**src/rtl/alarm_scheduler.sv**
```systemverilog
// Fixed-priority alarm sequencer: latches detector events, notifies the
// messaging unit with a valid/ready handshake, then drives the siren until acked.
module alarm_scheduler #(
  parameter int HOLD_CYCLES  = 16,
  parameter int RETRY_CYCLES = 64
) (
  input  logic       clk,
  input  logic       reset,
  input  logic       f_alarm,
  input  logic       d_alarm,
  input  logic [3:0] w_alarm,
  input  logic       rain_alarm,
  input  logic       ack,
  input  logic       notify_ready,
  output logic       notify_valid,
  output logic [2:0] notify_code,
  output logic       siren,
  output logic [2:0] active_code,
  output logic [6:0] pending
);

  localparam int HW = $clog2(HOLD_CYCLES + 1);
  localparam int RW = $clog2(RETRY_CYCLES + 1);

  localparam logic [1:0] S_IDLE   = 2'd0;
  localparam logic [1:0] S_NOTIFY = 2'd1;
  localparam logic [1:0] S_SIREN  = 2'd2;
  localparam logic [1:0] S_COOL   = 2'd3;

  // Lowest set index wins; fire (bit 0) is the highest priority.
  function automatic logic [2:0] first_set(input logic [6:0] v);
    logic [2:0] idx;
    idx = 3'd0;
    for (int i = 6; i >= 0; i--) begin
      if (v[i]) idx = 3'(i);
    end
    return idx;
  endfunction

  logic [1:0]    r_state;
  logic [6:0]    r_pending;
  logic [2:0]    r_active_code;
  logic [2:0]    r_notify_code;
  logic          r_notify_valid;
  logic          r_siren;
  logic [HW-1:0] r_hold;
  logic [RW-1:0] r_retry;
  logic          r_cool;

  logic [6:0]    w_src;
  logic [2:0]    w_sel;
  logic          w_preempt;
  logic [6:0]    w_clr;
  logic          w_ack_ok;
  logic [1:0]    w_state_nx;
  logic [2:0]    w_active_nx;
  logic [2:0]    w_code_nx;
  logic          w_valid_nx;
  logic          w_siren_nx;
  logic [HW-1:0] w_hold_nx;
  logic [RW-1:0] w_retry_nx;
  logic          w_cool_nx;

  assign w_src     = {rain_alarm, w_alarm, d_alarm, f_alarm};
  assign w_sel     = first_set(r_pending);
  assign w_preempt = |(r_pending & ((7'd1 << r_active_code) - 7'd1));
  assign w_clr     = w_ack_ok ? (7'd1 << r_active_code) : 7'd0;

  // Next-state and next-output logic; preemption outranks ack, ack outranks reminder.
  always_comb begin
    w_state_nx  = r_state;
    w_active_nx = r_active_code;
    w_code_nx   = r_notify_code;
    w_valid_nx  = r_notify_valid;
    w_siren_nx  = r_siren;
    w_hold_nx   = r_hold;
    w_retry_nx  = r_retry;
    w_cool_nx   = r_cool;
    w_ack_ok    = 1'b0;
    case (r_state)
      S_IDLE: begin
        if (|r_pending) begin
          w_active_nx = w_sel;
          w_code_nx   = w_sel;
          w_valid_nx  = 1'b1;
          w_state_nx  = S_NOTIFY;
        end else begin
          w_state_nx  = S_IDLE;
        end
      end
      S_NOTIFY: begin
        if (notify_ready) begin
          w_valid_nx = 1'b0;
          w_siren_nx = 1'b1;
          w_hold_nx  = HW'(HOLD_CYCLES);
          w_retry_nx = {RW{1'b0}};
          w_state_nx = S_SIREN;
        end else begin
          w_state_nx = S_NOTIFY;
        end
      end
      S_SIREN: begin
        if (w_preempt) begin
          w_active_nx = w_sel;
          w_code_nx   = w_sel;
          w_valid_nx  = 1'b1;
          w_siren_nx  = 1'b0;
          w_state_nx  = S_NOTIFY;
        end else if (r_hold != {HW{1'b0}}) begin
          w_hold_nx   = r_hold - HW'(1);
        end else if (ack) begin
          w_ack_ok    = 1'b1;
          w_siren_nx  = 1'b0;
          w_cool_nx   = 1'b0;
          w_state_nx  = S_COOL;
        end else if (r_retry == RW'(RETRY_CYCLES)) begin
          w_code_nx   = r_active_code;
          w_valid_nx  = 1'b1;
          w_siren_nx  = 1'b0;
          w_state_nx  = S_NOTIFY;
        end else begin
          w_retry_nx  = r_retry + RW'(1);
        end
      end
      S_COOL: begin
        if (r_cool) begin
          w_cool_nx  = 1'b0;
          w_state_nx = S_IDLE;
        end else begin
          w_cool_nx  = 1'b1;
        end
      end
      default: begin
        w_valid_nx = 1'b0;
        w_siren_nx = 1'b0;
        w_state_nx = S_IDLE;
      end
    endcase
  end

  // State, counters, pending latch and registered outputs.
  always_ff @(posedge clk) begin
    if (reset) begin
      r_state        <= S_IDLE;
      r_pending      <= 7'd0;
      r_active_code  <= 3'd0;
      r_notify_code  <= 3'd0;
      r_notify_valid <= 1'b0;
      r_siren        <= 1'b0;
      r_hold         <= {HW{1'b0}};
      r_retry        <= {RW{1'b0}};
      r_cool         <= 1'b0;
    end else begin
      r_state        <= w_state_nx;
      r_pending      <= (r_pending & ~w_clr) | w_src;
      r_active_code  <= w_active_nx;
      r_notify_code  <= w_code_nx;
      r_notify_valid <= w_valid_nx;
      r_siren        <= w_siren_nx;
      r_hold         <= w_hold_nx;
      r_retry        <= w_retry_nx;
      r_cool         <= w_cool_nx;
    end
  end

  assign notify_valid = r_notify_valid;
  assign notify_code  = r_notify_code;
  assign siren        = r_siren;
  assign active_code  = r_active_code;
  assign pending      = r_pending;

endmodule

```
**config.mk**
```make
export PLATFORM = sky130hd
export DESIGN_NAME = alarm_scheduler
export DESIGN_NICKNAME = d
export VERILOG_FILES = /design/src/rtl/alarm_scheduler.sv
export SDC_FILE = /design/constraint.sdc
export NUM_CORES = 1
export LEC_CHECK = 0
export CORE_ASPECT_RATIO = 1.2
export CORE_MARGIN = 10
export CORE_UTILIZATION = 37
export CTS_BUF_LIST = sky130_fd_sc_hd__clkbuf_8
export CTS_CLUSTER_SIZE = 28
export DETAILED_ROUTE_END_ITERATION = 10
export PLACE_DENSITY = 0.67
export SYNTH_ARGS = -nofsm -noshare
export SYNTH_HDL_FRONTEND = slang
export SYNTH_SLANG_ARGS = --single-unit
export TNS_END_PERCENT = 5
```
**constraint.sdc**
```tcl
create_clock -name clk -period 3.5 [get_ports clk]
set_clock_uncertainty 0.2 [all_clocks]
set_input_delay 0.35 -clock clk [delete_from_list [all_inputs] [get_ports clk]]
set_output_delay 0.35 -clock clk [all_outputs]
set_load 0.01 [all_outputs]
```
==> Word-level counts from Yosys, hierarchy flattened <==
Cells that the tools add are included.
Widths: inputs -> output; s select.
{ "op_classes": {"eq_ne": 18, "n_bitwise": 4, "shift": 1, "addsub": 3, "muxes": 56, "reduce_logical": 16} }
{ "op_table": {"columns": ["op", "n"], "rows": [
  ["$mux 7", 6],
  ["$mux 3", 13],
  ["$mux 1", 20],
  ["$ne 2x2->1 const B", 10],
  ["$mux 5", 3],
  ["$and 7x7->7", 2],
  ["$pmux 7 s2", 1],
  ["$reduce_or 7->1", 2],
  ["$mux 2", 6],
  ["$pmux 3 s2", 2],
  ["$reduce_and 4->1", 3],
  ["$reduce_and 6->1", 2],
  ["$pmux 5 s2", 1],
  ["$ne 3x3->1 const B", 3],
  ["$pmux 2 s4", 1],
  ["$add 7x1->7 const B", 1],
  ["$eq 7x7->1 const B", 1],
  ["$not 7->7", 1],
  ["$or 7x7->7", 1],
  ["$shl 1x3->7 const A", 1],
  ["$sub 7x1->7 const B", 1],
  ["$reduce_and 3->1", 2],
  ["$reduce_bool 2->1", 3],
  ["$reduce_and 5->1", 1],
  ["9 further kinds", 11]
]} }
{ "totals": {"regBits": 30, "word_cells": 107, "out_inout_bits": 15, "inputBits": 11} }

==> Logic depth before layout (Yosys ltp) <==
{ "depth": {"depth_word": 10, "ltp_mapped": 10, "mapped_depth_nobuf": 8} }

==> Least setup slack after synthesis <==
No wires, ideal clock.
{ "synth_path": {"path_type": "register to register", "start": "register r_active_code[2], in the netlist active_code[2]", "end": "register r_pending[0], in the netlist pending[0]", "required_time_ns": 3.152, "setup_slack_ns": 0.591, "arrival_time_ns": 2.561, "stages_incl_launch_ff": 10, "setup_ns": 0.148, "path_cell_list": "dfxtp_1 -> buf_2 -> nand2b_1 -> or2_2 -> ha_1 -> a21o_1 -> a222oi_1 -> nand4_2 -> nor4_1 -> a211oi_1"} }
{ "synth_between": {"elab_chain_len": 10} }
{ "synth_lines": {"columns": ["item", "line_no", "source"], "rows": [
  ["from (decl)", "42", "logic [2:0] r_active_code;"],
  ["from (signal assigned)", "156", "r_active_code <= w_active_nx;"],
  ["$shl 1x3->7 (*)", "66, 67", null],
  ["$sub 7x1->7", "66", "assign w_preempt = |(r_pending & ((7'd1 << r_active_code) - 7'd1));"],
  ["$and 7x7->7", "66", null],
  ["$reduce_or 7->1", "66", null],
  ["$mux 1", "103", "if (w_preempt) begin"],
  ["$mux 1", "80", "case (r_state)"],
  ["$mux 7 (*)", "67", "assign w_clr = w_ack_ok ? (7'd1 << r_active_code) : 7'd0;"],
  ["$not 7->7 (*)", "155", "r_pending <= (r_pending & ~w_clr) | w_src;"],
  ["$and 7x7->7 (*)", "155", null],
  ["$or 7x7->7 (*)", "155", null],
  ["to (signal assigned)", "155", null],
  ["to (decl)", "41", "logic [6:0] r_pending;"]
]} }
Every way passes the cells marked *; elsewhere a longest branch is shown, timed or not.
A chain may end at the register's enable or synchronous reset.

==> Final worst setup path <==
{ "layout_path": {"start": "register r_active_code[0], in the netlist active_code[0]", "end": "register r_notify_code[1], in the netlist notify_code[1]"} }
{ "layout_between": {"elab_chain_len": 6, "elab_cells_between_ends": 10} }
{ "layout_lines": {"columns": ["item", "line_no", "source"], "rows": [
  ["$shl 1x3->7 (*)", "66", null],
  ["$sub 7x1->7 (*)", "66", null],
  ["$and 7x7->7 (*)", "66", null],
  ["$reduce_or 7->1 (*)", "66", null],
  ["$ne 3x3->1 (no line) or $mux 3 (tied branches)", null, null],
  ["$reduce_and 5->1 (no line) or $pmux 3 s2 (tied branches)", null, null],
  ["to (signal assigned)", "157", "r_notify_code <= w_code_nx;"],
  ["to (decl)", "43", "logic [2:0] r_notify_code;"]
]} }
Marked as above.

==> impl_metrics.toml <==
[timing]
hold_violations = 0
slew-limit-headroom = 0.504
setup_violations = 0
final.setup.tns_ps = 0
worst_pin_slew_ps = 744
period_needed_ps = 3180
max_freq_ghz = 0.314
slew_violations = 0
rsz0062_at_grt = "no"
whs_ps = 254
fin_crit_sh = 0.910

[drt]
drcViolationCount = 0
vias = 1778
antenna_left = 0
viasPerCell = 5.63
wl_per_cell_um = 14.5
drt_iter0_markers = 144
first_pass_iters = 4
wl_um = 4580

[grt]
globalRouteOverflowTotal = 0
grt_pass1_wl_um = 7880
grt_pass1_vias = 1656
grt_usage = 0.113
antenna_found_initial = 0
grt_max_degree = 25

[placement]
portBuffers = 25
place_congestion = 0.828
hpwl_um = 3410
place_area_um2 = 2140

[synthesis]
ys_types = 49
synth_seq_area_share = 0.327
ys_warn_count = 0
syn_inst = 231
synth.avg_cell_area_um2 = 7.95
async_reset_ff_frac = 0
synth-edff-count = 0
ys.flop_type = "dfxtp_1"
syn_nets = 247
ys_ff_latch = 30
synth_area_um2 = 1840

[critical_path]
worstSetupStartpointType = "flip-flop"
cpPeakStageDelay_ps = 550
path_cells = "nand2b_1 > or2_2 > ha_1 > a21o_1 > a222oi_1 > nand4_2 > buf_4 > o21ai_0 > a221oi_1"
arrival_ps = 3140
critPathBufInv = 1
crit_fanout = 19
required_ps = 3450
end_kind = "flip-flop"
critical_path_class = "flip-flop to flip-flop"
cp_slowest_cell = "dfxtp_1"
cp_top_family = "compound AO/OA/AOI/OAI gates"

[run_status]
outcome = "complete, no violations"

[clock_tree]
numCtsBuffers = 5
cts-htree-levels = 2
clockBufferDepth = 2
cts_tree = "done"
clock_latency_ps = 290
cts_sinks = 30
cts_root_buffer = "clkbuf_8"
clk_pin_slew_worst_paths_ps = 70
postCtsSetupBuffers = 0
holdBufCountCts = 0
cts-resized-gates = 0

[cells_and_area]
area_growth_pct = 21.8
num-nets-final = 271
diodes = 0
fillerInstances = 501
final_common_cell = "dfxtp_1"
layout_common_cells = "dfxtp_1, clkdlybuf4s50_1, nor2_1"
final_area_um2 = 2240
drive_above_1_share = 0.0781

[power_and_ir_drop]
power.leakage_nw = 0.834
intPower_uw = 635
power_density_nw_per_um2 = 421
ir_drop_v = 0.000182
p_comb_frac = 0.275
sw_frac_of_total = 0.325
p_sw_uw = 306
p_clk_frac = 0.306
seqPwrFrac = 0.419

[worst_hold_path]
hold_class = "flip-flop to flip-flop"

[floorplanning]
row_count = 28
ioPinCount = 26
die_h_um = 97.2
dieArea_um2 = 8190
start_util = 0.377
die_w_um = 84.3
core_um2 = 4870

[job]
cap_violations = 0
power by group through the flow:
| stage | clock network [mW] | logic [mW] | registers [mW] |
|---|---|---|---|
| after floorplan | 0 | 0.173 | 0.397 |
| after global placement | 0 | 0.257 | 0.401 |
| after detailed placement | 0 | 0.259 | 0.401 |
| after CTS | 0.297 | 0.261 | 0.393 |
| after global routing | 0.312 | 0.290 | 0.399 |
| final | 0.288 | 0.259 | 0.394 |
state kept, by name (all words and copies together) (netlist names):
name	flops
r_state	2
r_cool	1
notify_code	3
active_code	3
siren	1
notify_valid	1
pending	7
r_retry	7
r_hold	5
logic make-up (layout without fill, tap and decap cells):
logic type | Yosys count | after routing | synth area share
buffers and inverters | 26 | 51 | 0.0559
flip-flops | 30 | 30 | 0.327
multiplexers | 10 | 10 | 0.0566
AO/OA/AOI/OAI | 60 | 60 | 0.228
adder cells (fa/ha/maj) | 5 | 5 | 0.0341
AND/OR/NAND/NOR | 100 | 100 | 0.299
synth_stat cells, drive strengths merged (5+ instances only):
library cell	count	share of area
ha	5	0.034
or4	5	0.020
a21oi	14	0.040
nand2b	11	0.037
mux2i	7	0.038
clkbuf	9	0.018
nor2	22	0.045
dfxtp	30	0.33
inv	13	0.027
nor4	6	0.020
nor3	6	0.016
o21ai	6	0.016
nand3	11	0.030
o31ai	6	0.025
a211oi	9	0.037
nand2	17	0.035
path summary, 6_finish.rpt:
kind	startpoint	endpoint	slack (ps)	cells past startpoint
hold / removal	notify_code[2]$_SDFFE_PP0P_	notify_code[2]$_SDFFE_PP0P_	250	2
hold reg to reg	notify_code[2]$_SDFFE_PP0P_	notify_code[2]$_SDFFE_PP0P_	250	2
setup / recovery	active_code[0]$_SDFFE_PP0P_	notify_code[1]$_SDFFE_PP0P_	320	9
setup reg to reg	active_code[0]$_SDFFE_PP0P_	notify_code[1]$_SDFFE_PP0P_	320	9
worst reg2reg max path, stage by stage (launching register included):
cell and delay [ps]:
dfxtp_1 550, nand2b_1 150, or2_2 300, ha_1 250, a21o_1 180, a222oi_1 480, nand4_2 140, buf_4 220
o21ai_0 430, a221oi_1 170
per-layer routing:
layer / share of wire / up-vias / global-route usage
li1: - / 900 / -
met1: 0.45 / 837 / 0.136
met2: 0.50 / 34 / 0.183
met3: 0.037 / 7 / 0.0310
met4: 0.015 / 0 / 0.0465
met5: 0 / - / 0
cell type report:
class	count	area, um2	share of cell area
Clock inverter	2	8.76	0.00392
Inverter	13	48.8	0.0218
Clock buffer	6	82.6	0.0369
Timing Repair Buffer	30	288	0.129
Multi-Input combinational cell	175	1130	0.506
Sequential cell	30	601	0.269
Tap cell	60	75.1	0.0336
metrics by stage:
stage          power, mW  std cells   util  worst slack (ps)
4_1_cts            0.952        316  0.459               329
2_1_floorplan      0.570        231      -               591
6_report           0.941        316  0.459               315
3_5_place_dp       0.660        308  0.440               346
5_1_grt             1.00        316  0.459              83.6
3_3_place_gp       0.658        308  0.440               475
Power figures use the tool's default switching activity.
